**src/rtl/sound_glu_pkg.sv**
```systemverilog
// Shared definitions for the sound GLU: host register map, CTRL bit
// positions and the host-transfer FSM state encoding.
package sound_glu_pkg;

  localparam int unsigned BYTE_W = 8;

  // Host register indices (host_addr)
  localparam logic [1:0] REG_CTRL    = 2'd0;
  localparam logic [1:0] REG_DATA    = 2'd1;
  localparam logic [1:0] REG_ADDR_LO = 2'd2;
  localparam logic [1:0] REG_ADDR_HI = 2'd3;

  // CTRL bit positions; bits [3:0] are the master volume
  localparam int unsigned CTRL_VOL_MSB  = 3;
  localparam int unsigned CTRL_AUTO_INC = 5;
  localparam int unsigned CTRL_TARGET   = 6;
  localparam int unsigned CTRL_BUSY     = 7;

  typedef enum logic [1:0] {
    IDLE = 2'd0,
    REQ  = 2'd1,
    CAP  = 2'd2,
    INC  = 2'd3
  } state_e;

endpackage : sound_glu_pkg

```
**src/rtl/sound_glu_if.sv**
```systemverilog
// Host register bus of the sound GLU.
//   host_cs   : one-cycle access strobe
//   host_we   : 1 = write, 0 = read
//   host_addr : register index (CTRL, DATA, ADDR_LO, ADDR_HI)
//   host_din  : write data
//   host_dout : read data (combinational register mux)
interface sound_glu_if;
  import sound_glu_pkg::*;

  logic              host_cs;
  logic              host_we;
  logic [1:0]        host_addr;
  logic [BYTE_W-1:0] host_din;
  logic [BYTE_W-1:0] host_dout;

  modport master (output host_cs, output host_we, output host_addr,
                  output host_din, input host_dout);
  modport slave  (input host_cs, input host_we, input host_addr,
                  input host_din, output host_dout);
endinterface : sound_glu_if

```
**src/rtl/sound_glu_ram_arb.sv**
```systemverilog
// Sound RAM port arbiter: the DOC owns the port whenever it fetches; a
// pending host request is granted only in a cycle with doc_osc_en low.
//   host_req   : host transfer waiting for the RAM (FSM in REQ, RAM target)
//   host_we    : host transfer is a write
//   host_ptr   : host byte address
//   host_wdata : host write data
//   doc_osc_en : DOC fetch strobe
//   doc_addr   : DOC sample address
//   grant      : host owns the RAM port this cycle
//   ram_addr / ram_we / ram_din : sound RAM port
module sound_glu_ram_arb
  import sound_glu_pkg::*;
#(
  parameter int unsigned ADDR_W   = 16,
  parameter logic        DOC_BANK = 1'b0
) (
  input  logic              host_req,
  input  logic              host_we,
  input  logic [ADDR_W-1:0] host_ptr,
  input  logic [BYTE_W-1:0] host_wdata,
  input  logic              doc_osc_en,
  input  logic [ADDR_W:0]   doc_addr,
  output logic              grant,
  output logic [ADDR_W:0]   ram_addr,
  output logic              ram_we,
  output logic [BYTE_W-1:0] ram_din
);

  assign grant = host_req && !doc_osc_en;

  // DOC address is the default owner of the port
  always_comb begin
    ram_addr = doc_addr;
    ram_we   = 1'b0;
    ram_din  = '0;
    if (grant) begin
      ram_addr = {DOC_BANK, host_ptr};
      ram_we   = host_we;
      ram_din  = host_wdata;
    end
  end

endmodule : sound_glu_ram_arb

```
**src/rtl/sound_glu.sv**
```systemverilog
// Sound General Logic Unit: host front end for the ES5503 DOC and its
// sound RAM. Host registers CTRL/DATA/ADDR_LO/ADDR_HI; DATA accesses are
// sequenced into DOC registers or sound RAM (DOC fetches have priority).
//   CLK_14M, reset_n     : clock, async active-low reset
//   host                 : host register bus (sound_glu_if.slave)
//   doc_osc_en, doc_addr : DOC sample fetch request/address
//   doc_dout             : DOC register read data
//   doc_wr, doc_host_en, doc_reg_addr, doc_reg_din : DOC register access
//   ram_addr, ram_we, ram_din, ram_dout : sound RAM port
//   busy, volume         : status and master volume
//   host_wait            : (SOUND_GLU_STALL_EN only) high while busy
// Build option SOUND_GLU_STALL_EN: DATA accesses arriving while busy are
// queued (depth 1) instead of dropped.
module sound_glu
  import sound_glu_pkg::*;
#(
  parameter int unsigned ADDR_W   = 16,
  parameter logic        DOC_BANK = 1'b0
) (
  input  logic              CLK_14M,
  input  logic              reset_n,
  sound_glu_if.slave        host,
  input  logic              doc_osc_en,
  input  logic [ADDR_W:0]   doc_addr,
  input  logic [BYTE_W-1:0] doc_dout,
  output logic              doc_wr,
  output logic              doc_host_en,
  output logic [BYTE_W-1:0] doc_reg_addr,
  output logic [BYTE_W-1:0] doc_reg_din,
  output logic [ADDR_W:0]   ram_addr,
  output logic              ram_we,
  output logic [BYTE_W-1:0] ram_din,
  input  logic [BYTE_W-1:0] ram_dout,
  output logic              busy,
`ifdef SOUND_GLU_STALL_EN
  output logic              host_wait,
`endif
  output logic [3:0]        volume
);

  state_e              state_q, state_d;
  logic [6:0]          ctrl_q, ctrl_d;
  logic [ADDR_W-1:0]   ptr_q, ptr_d;
  logic [BYTE_W-1:0]   latch_q, latch_d;
  logic [BYTE_W-1:0]   wdata_q, wdata_d;
  logic                op_we_q, op_we_d;
  logic                tgt_ram_q, tgt_ram_d;
  logic                busy_q;
  logic                grant_c;
  logic                data_acc_c;
`ifdef SOUND_GLU_STALL_EN
  logic                qv_q, qv_d;
  logic                q_we_q, q_we_d;
  logic [BYTE_W-1:0]   q_wdata_q, q_wdata_d;
`endif

  assign data_acc_c = host.host_cs && (host.host_addr == REG_DATA);

  sound_glu_ram_arb #(
    .ADDR_W   (ADDR_W),
    .DOC_BANK (DOC_BANK)
  ) u_ram_arb (
    .host_req   ((state_q == REQ) && tgt_ram_q),
    .host_we    (op_we_q),
    .host_ptr   (ptr_q),
    .host_wdata (wdata_q),
    .doc_osc_en (doc_osc_en),
    .doc_addr   (doc_addr),
    .grant      (grant_c),
    .ram_addr   (ram_addr),
    .ram_we     (ram_we),
    .ram_din    (ram_din)
  );

  // Transfer sequencing plus host register updates
  always_comb begin
    state_d   = state_q;
    ctrl_d    = ctrl_q;
    ptr_d     = ptr_q;
    latch_d   = latch_q;
    wdata_d   = wdata_q;
    op_we_d   = op_we_q;
    tgt_ram_d = tgt_ram_q;
`ifdef SOUND_GLU_STALL_EN
    qv_d      = qv_q;
    q_we_d    = q_we_q;
    q_wdata_d = q_wdata_q;
`endif

    case (state_q)
      IDLE: begin
`ifdef SOUND_GLU_STALL_EN
        // A queued access goes first; target is taken from CTRL at issue
        if (qv_q) begin
          op_we_d   = q_we_q;
          wdata_d   = q_wdata_q;
          tgt_ram_d = ctrl_q[CTRL_TARGET];
          qv_d      = 1'b0;
          state_d   = REQ;
        end else
`endif
        if (data_acc_c) begin
          op_we_d   = host.host_we;
          wdata_d   = host.host_din;
          tgt_ram_d = ctrl_q[CTRL_TARGET];
          state_d   = REQ;
        end
      end
      // DOC access is a single cycle; RAM access waits for a free slot
      REQ: begin
        if (!tgt_ram_q || grant_c) begin
          state_d = op_we_q ? INC : CAP;
        end
      end
      CAP: begin
        latch_d = tgt_ram_q ? ram_dout : doc_dout;
        state_d = INC;
      end
      INC: begin
        if (ctrl_q[CTRL_AUTO_INC]) begin
          ptr_d = ptr_q + ADDR_W'(1);
        end
        state_d = IDLE;
      end
      default: state_d = IDLE;
    endcase

`ifdef SOUND_GLU_STALL_EN
    // Slot is free if empty, or if it is being issued this very cycle
    if (data_acc_c && (((state_q != IDLE) && !qv_q) || ((state_q == IDLE) && qv_q))) begin
      qv_d      = 1'b1;
      q_we_d    = host.host_we;
      q_wdata_d = host.host_din;
    end
`endif

    // Host register writes override the auto-increment
    if (host.host_cs && host.host_we) begin
      case (host.host_addr)
        REG_CTRL:    ctrl_d      = host.host_din[6:0];
        REG_ADDR_LO: ptr_d[7:0]  = host.host_din;
        REG_ADDR_HI: ptr_d[15:8] = host.host_din;
        default:     ;
      endcase
    end
  end

  always_ff @(posedge CLK_14M or negedge reset_n) begin
    if (!reset_n) begin
      state_q   <= IDLE;
      ctrl_q    <= '0;
      ptr_q     <= '0;
      latch_q   <= '0;
      wdata_q   <= '0;
      op_we_q   <= 1'b0;
      tgt_ram_q <= 1'b0;
      busy_q    <= 1'b0;
`ifdef SOUND_GLU_STALL_EN
      qv_q      <= 1'b0;
      q_we_q    <= 1'b0;
      q_wdata_q <= '0;
`endif
    end else begin
      state_q   <= state_d;
      ctrl_q    <= ctrl_d;
      ptr_q     <= ptr_d;
      latch_q   <= latch_d;
      wdata_q   <= wdata_d;
      op_we_q   <= op_we_d;
      tgt_ram_q <= tgt_ram_d;
      busy_q    <= (state_d != IDLE);
`ifdef SOUND_GLU_STALL_EN
      qv_q      <= qv_d;
      q_we_q    <= q_we_d;
      q_wdata_q <= q_wdata_d;
`endif
    end
  end

  // DOC register access strobes for the single REQ cycle
  assign doc_host_en  = (state_q == REQ) && !tgt_ram_q;
  assign doc_wr       = (state_q == REQ) && !tgt_ram_q && op_we_q;
  assign doc_reg_addr = ptr_q[7:0];
  assign doc_reg_din  = wdata_q;

  assign busy   = busy_q;
  assign volume = ctrl_q[CTRL_VOL_MSB:0];
`ifdef SOUND_GLU_STALL_EN
  assign host_wait = busy_q;
`endif

  // Host read mux
  always_comb begin
    case (host.host_addr)
      REG_CTRL:    host.host_dout = {busy_q, ctrl_q};
      REG_DATA:    host.host_dout = latch_q;
      REG_ADDR_LO: host.host_dout = ptr_q[7:0];
      REG_ADDR_HI: host.host_dout = ptr_q[15:8];
      default:     host.host_dout = '0;
    endcase
  end

endmodule : sound_glu
```
**src/flat_wrapper.sv**
```systemverilog
// flat-port wrapper written by rule: the top's interface ports become plain ports
module sound_glu_flat import sound_glu_pkg::*;
#(
  parameter int unsigned ADDR_W   = 16,
  parameter logic        DOC_BANK = 1'b0
)
  (CLK_14M, reset_n, doc_osc_en, doc_addr, doc_dout, doc_wr, doc_host_en, doc_reg_addr, doc_reg_din, ram_addr, ram_we, ram_din, ram_dout, busy, volume, host_host_cs, host_host_we, host_host_addr, host_host_din, host_host_dout);
  sound_glu_if host_i ();
  input  logic CLK_14M;
  input  logic reset_n;
  input  logic doc_osc_en;
  input  logic [ADDR_W:0] doc_addr;
  input  logic [BYTE_W-1:0] doc_dout;
  output logic doc_wr;
  output logic doc_host_en;
  output logic [BYTE_W-1:0] doc_reg_addr;
  output logic [BYTE_W-1:0] doc_reg_din;
  output logic [ADDR_W:0] ram_addr;
  output logic ram_we;
  output logic [BYTE_W-1:0] ram_din;
  input  logic [BYTE_W-1:0] ram_dout;
  output logic busy;
  output logic [3:0] volume;
  input wire logic [$bits(host_i.host_cs)-1:0] host_host_cs;
  input wire logic [$bits(host_i.host_we)-1:0] host_host_we;
  input wire logic [$bits(host_i.host_addr)-1:0] host_host_addr;
  input wire logic [$bits(host_i.host_din)-1:0] host_host_din;
  output wire logic [$bits(host_i.host_dout)-1:0] host_host_dout;
  assign host_i.host_cs = host_host_cs;
  assign host_i.host_we = host_host_we;
  assign host_i.host_addr = host_host_addr;
  assign host_i.host_din = host_host_din;
  assign host_host_dout = host_i.host_dout;
  sound_glu #(.ADDR_W(ADDR_W), .DOC_BANK(DOC_BANK)) u_core (.CLK_14M(CLK_14M), .reset_n(reset_n), .host(host_i), .doc_osc_en(doc_osc_en), .doc_addr(doc_addr), .doc_dout(doc_dout), .doc_wr(doc_wr), .doc_host_en(doc_host_en), .doc_reg_addr(doc_reg_addr), .doc_reg_din(doc_reg_din), .ram_addr(ram_addr), .ram_we(ram_we), .ram_din(ram_din), .ram_dout(ram_dout), .busy(busy), .volume(volume));
endmodule
```
**config.mk**
```make
export PLATFORM = sky130hd
export DESIGN_NAME = sound_glu_flat
export DESIGN_NICKNAME = d
export VERILOG_FILES = /design/src/rtl/sound_glu_pkg.sv /design/src/rtl/sound_glu_if.sv /design/src/rtl/sound_glu_ram_arb.sv /design/src/rtl/sound_glu.sv /design/src/flat_wrapper.sv
export SDC_FILE = /design/constraint.sdc
export NUM_CORES = 1
export LEC_CHECK = 0
export ABC_AREA = 1
export BUFFER_PORTS_ARGS = -buffer_cell sky130_fd_sc_hd__buf_2
export CAP_MARGIN = 15
export CELL_PAD_IN_SITES_DETAIL_PLACEMENT = 1
export CELL_PAD_IN_SITES_GLOBAL_PLACEMENT = 1
export CORE_UTILIZATION = 34
export DETAILED_ROUTE_END_ITERATION = 10
export GPL_ROUTABILITY_DRIVEN = 0
export HOLD_SLACK_MARGIN = 0.03
export PLACE_DENSITY_LB_ADDON = 0.2
export REMOVE_ABC_BUFFERS = 1
export SETUP_SLACK_MARGIN = 0.4
export SKIP_LAST_GASP = 1
export SLEW_MARGIN = 20
export SYNTH_ARGS = -nofsm -noshare
export SYNTH_HDL_FRONTEND = slang
export SYNTH_SLANG_ARGS = --single-unit
```
**constraint.sdc**
```tcl
create_clock -name CLK_14M -period 1.7 [get_ports CLK_14M]
set_input_delay 0.425 -clock CLK_14M [delete_from_list [all_inputs] [get_ports CLK_14M]]
set_output_delay 0.425 -clock CLK_14M [all_outputs]
set_load 0.01 [all_outputs]
```
==> impl_metrics.py <==
metrics = {
    "critical_path": {
        "reg2reg_from": "u_core.state_q[0]",
        "worstPathRequired_ns": 1.27,
        "crit_start": "u_core.state_q[1]",
        "reg2reg_to": "u_core.ptr_q[4]",
        "worstRegToRegCells": 10,
        "regToRegSetupSlack_ns": 0.03,
        "worstPathMaxFanout": 14,
        "cp_data_arrival_time_ns": 1.58,
        "worst_setup_path_start_kind": "register",
        "critPathKind": "reg -> out",
        "end_kind": "primary output",
    },
    "drt": {
        "viasPerCell": 5.14,
        "drtPass1Iterations": 4,
        "route.antenna.remaining_nets": 0,
        "wl_um": 12300,
        "drc": 0,
        "drtIter0Drc": 171,
        "num_vias": 3321,
        "avgRoutedWirePerCell_um": 19.1,
    },
    "power_and_ir_drop": {
        "power_density_nw_per_um2": 1350,
        "power_switching_uw": 2680,
        "peakVddDrop_v": 0.000741,
        "seqPwrFrac_pct": 29.5,
        "leakage_uw": 0.00228,
        "combPwrFrac_pct": 58.7,
        "power_uw": 6100,
        "clkPwrFrac_pct": 11.8,
        "internal-power_uw": 3420,
        "switching_share_pct": 43.9,
    },
    "clock_tree": {
        "clock_latency_ns": 0.31,
        "cts_tree": "yes",
        "clockBufferDepth": 2,
        "cts_num_sinks": 44,
        "clock-root-buffer": "clkbuf_8",
        "cts_made_buffers": 5,
        "h-tree-depth": 2,
        "clk_pin_slew_worst_paths_ns": 0.10,
    },
    "timing": {
        "tightestPinTransition_ns": 0.612,
        "finalSetupViolCount": 28,
        "setup_slack_ns": -0.307,
        "period_needed_ns": 2.01,
        "period_share_pct": 118,
        "rsz0062_at_grt": "true",
        "skew_ns": 0.0204,
        "slew_viol_final": 0,
        "worst_hold_slack_ns": 0.0726,
        "hold_viol_final": 0,
        "fmax_mhz": 498,
        "max_slew_margin_pct": 59.2,
    },
    "floorplanning": {
        "die_area_um2": 8340,
        "fp-row-count": 32,
        "core_area_um2": 7730,
        "die_h_um": 91.3,
        "start_util_pct": 35.1,
        "die_x_um": 91.3,
        "ioPinCount": 105,
    },
    "global_route": {
        "grt_pass1_vias": 3196,
        "grt_max_degree": 45,
        "grt_usage_pct": 25.2,
        "grt_overflow": 0,
        "antenna_found_initial": 0,
        "grt_pass1_wl_um": 16200,
    },
    "synth": {
        "netlist_area_um2": 2710,
        "yosysWarnings": 0,
        "postSynthCellCount": 386,
        "synth_seq_area_share_pct": 40.6,
        "ys_types": 26,
        "ys_ff_latch": 44,
        "avgSynthCellArea_um2": 7.03,
    },
    "placed_design": {
        "pre_cts_ws_ns": -0.0149,
        "dpl.hpwl_um": 7040,
        "portBuffers": 104,
    },
    "cells_and_area": {
        "diodes": 0,
        "drive_above_1_share_pct": 52.0,
        "fin_nets": 592,
        "area_growth_syn_to_layout_pct": 66.3,
        "fin_util_pct": 58.4,
    },
    "worst_hold_path": {
        "hp-class": "in -> async",
    },
    "outcome": {
        "status": "finished with violations",
        "violations": "setup timing",
    },
    "flow_run": {
        "cap_violations": 0,
    },
}
worst max-delay path: stages, from the launching register on:
cell and delay (ns):
dfrtp_1 0.41, inv_2 0.10, nand2_4 0.07, nor3_4 0.15, inv_2 0.09, buf_12 0.15
o21ai_1 0.15, buf_2 0.15
per-layer routing:
layer | track usage (%) | wire [µm] | vias up
met5 | 0 | 0 | -
met4 | 7.94 | 463 | 0
met3 | 4.27 | 610 | 39
met2 | 46.1 | 6410 | 129
met1 | 29.7 | 4850 | 1603
li1 | - | - | 1550
Yosys cell counts:
master | number | area share (%)
dfrtp_1 | 44 | 41
o21ai_0 | 44 | 8.1
o21ai_1 | 6 | 1.1
buf_4 | 12 | 3.3
nand3_1 | 19 | 3.5
nor2_1 | 47 | 6.5
ha_1 | 1 | 0.46
clkinv_1 | 1 | 0.14
a21oi_1 | 10 | 1.8
o2111ai_1 | 8 | 2.6
nor3_4 | 1 | 0.60
nor2_4 | 2 | 0.83
o22ai_1 | 2 | 0.46
clkbuf_1 | 4 | 0.55
nand4_1 | 4 | 0.92
buf_2 | 4 | 0.74
o21ai_2 | 5 | 1.6
inv_1 | 42 | 5.8
inv_2 | 1 | 0.14
nor3_1 | 4 | 0.74
nand2_1 | 115 | 16
nand2_2 | 1 | 0.23
xor2_1 | 3 | 0.97
buf_6 | 3 | 1.2
mux2_2 | 2 | 0.83
nor2_2 | 1 | 0.23
layout by cell type, fill, tap and decap left out, drive strengths merged:
master | synthesis | routed
a21oi | 10 | 10
buf | 19 | 170
clkbuf | 4 | 9
clkinvlp | 0 | 1
dfrtp | 44 | 44
ha | 1 | 1
inv | 43 | 44
mux2 | 2 | 2
nand2 | 116 | 116
nand3 | 19 | 19
nand4 | 4 | 4
nor2 | 50 | 51
nor3 | 5 | 5
o2111ai | 8 | 8
o21ai | 55 | 55
o22ai | 2 | 2
xor2 | 3 | 3
power by group through the flow:
stage	clock, µW	sequential (µW)	combinational (µW)
floorplan	0	1820	986
global placement	0	1780	1980
detailed placement	0	1780	2030
CTS	725	1770	2790
global route	749	1840	3850
finish	722	1800	3580
what timing repair did:
item                                    4_1_cts  5_1_grt
endpoints found under the setup margin       58       85
gates cloned                                  2        4
pin swaps                                    28       32
resized for setup                           107       86
hold buffers                                  0        0
setup buffers                                30       15
flip-flops by register name, indices dropped and copies added (netlist names):
name / count
u_core.tgt_ram_q: 1
u_core.doc_reg_din: 8
u_core.state_q: 2
u_core.busy: 1
u_core.latch_q: 8
u_core.op_we_q: 1
u_core.ctrl_q: 7
u_core.ptr_q: 16
cells by family after synthesis:
family          after synthesis  share of synthesized area, %
simple gates                194                          29.5
compound gates               75                          15.7
buf+inv                      67                          11.9
flops                        44                          40.6
xor+xnor                      3                         0.969
mux                           2                         0.830
fa+ha+maj                     1                         0.461
layout make-up:
cell class | instances | area [µm²]
Clock buffer | 7 | 86.3
Clock inverter | 1 | 7.51
Fill cell | 949 | 3220
Inverter | 44 | 178
Multi-Input combinational cell | 276 | 1680
Sequential cell | 44 | 1110
Tap cell | 102 | 128
Timing Repair Buffer | 172 | 1320
stage by stage:
stage                     instance area [µm²]  instances  TNS (ns)
after detailed placement                 3390        587   -0.0379
after global placement                   3390        587  -0.00123
after floorplan                          2550        363     -5.60
after CTS                                4060        627     -4.86
final                                    4510        646     -6.60
after global routing                     4510        646     -9.09
worst max-delay path by stage:
stage	to	slack, ns	cells past startpoint
finish	ram_addr[8]	-0.31	7
global route	ram_addr[10]	-0.39	7
global placement	host_host_dout[5]	-0.001	7
CTS	ram_addr[10]	-0.25	6
floorplan	ram_addr[10]	-0.24	4
detailed placement	host_host_dout[5]	-0.01	7
Power figures use the tool's default switching activity.
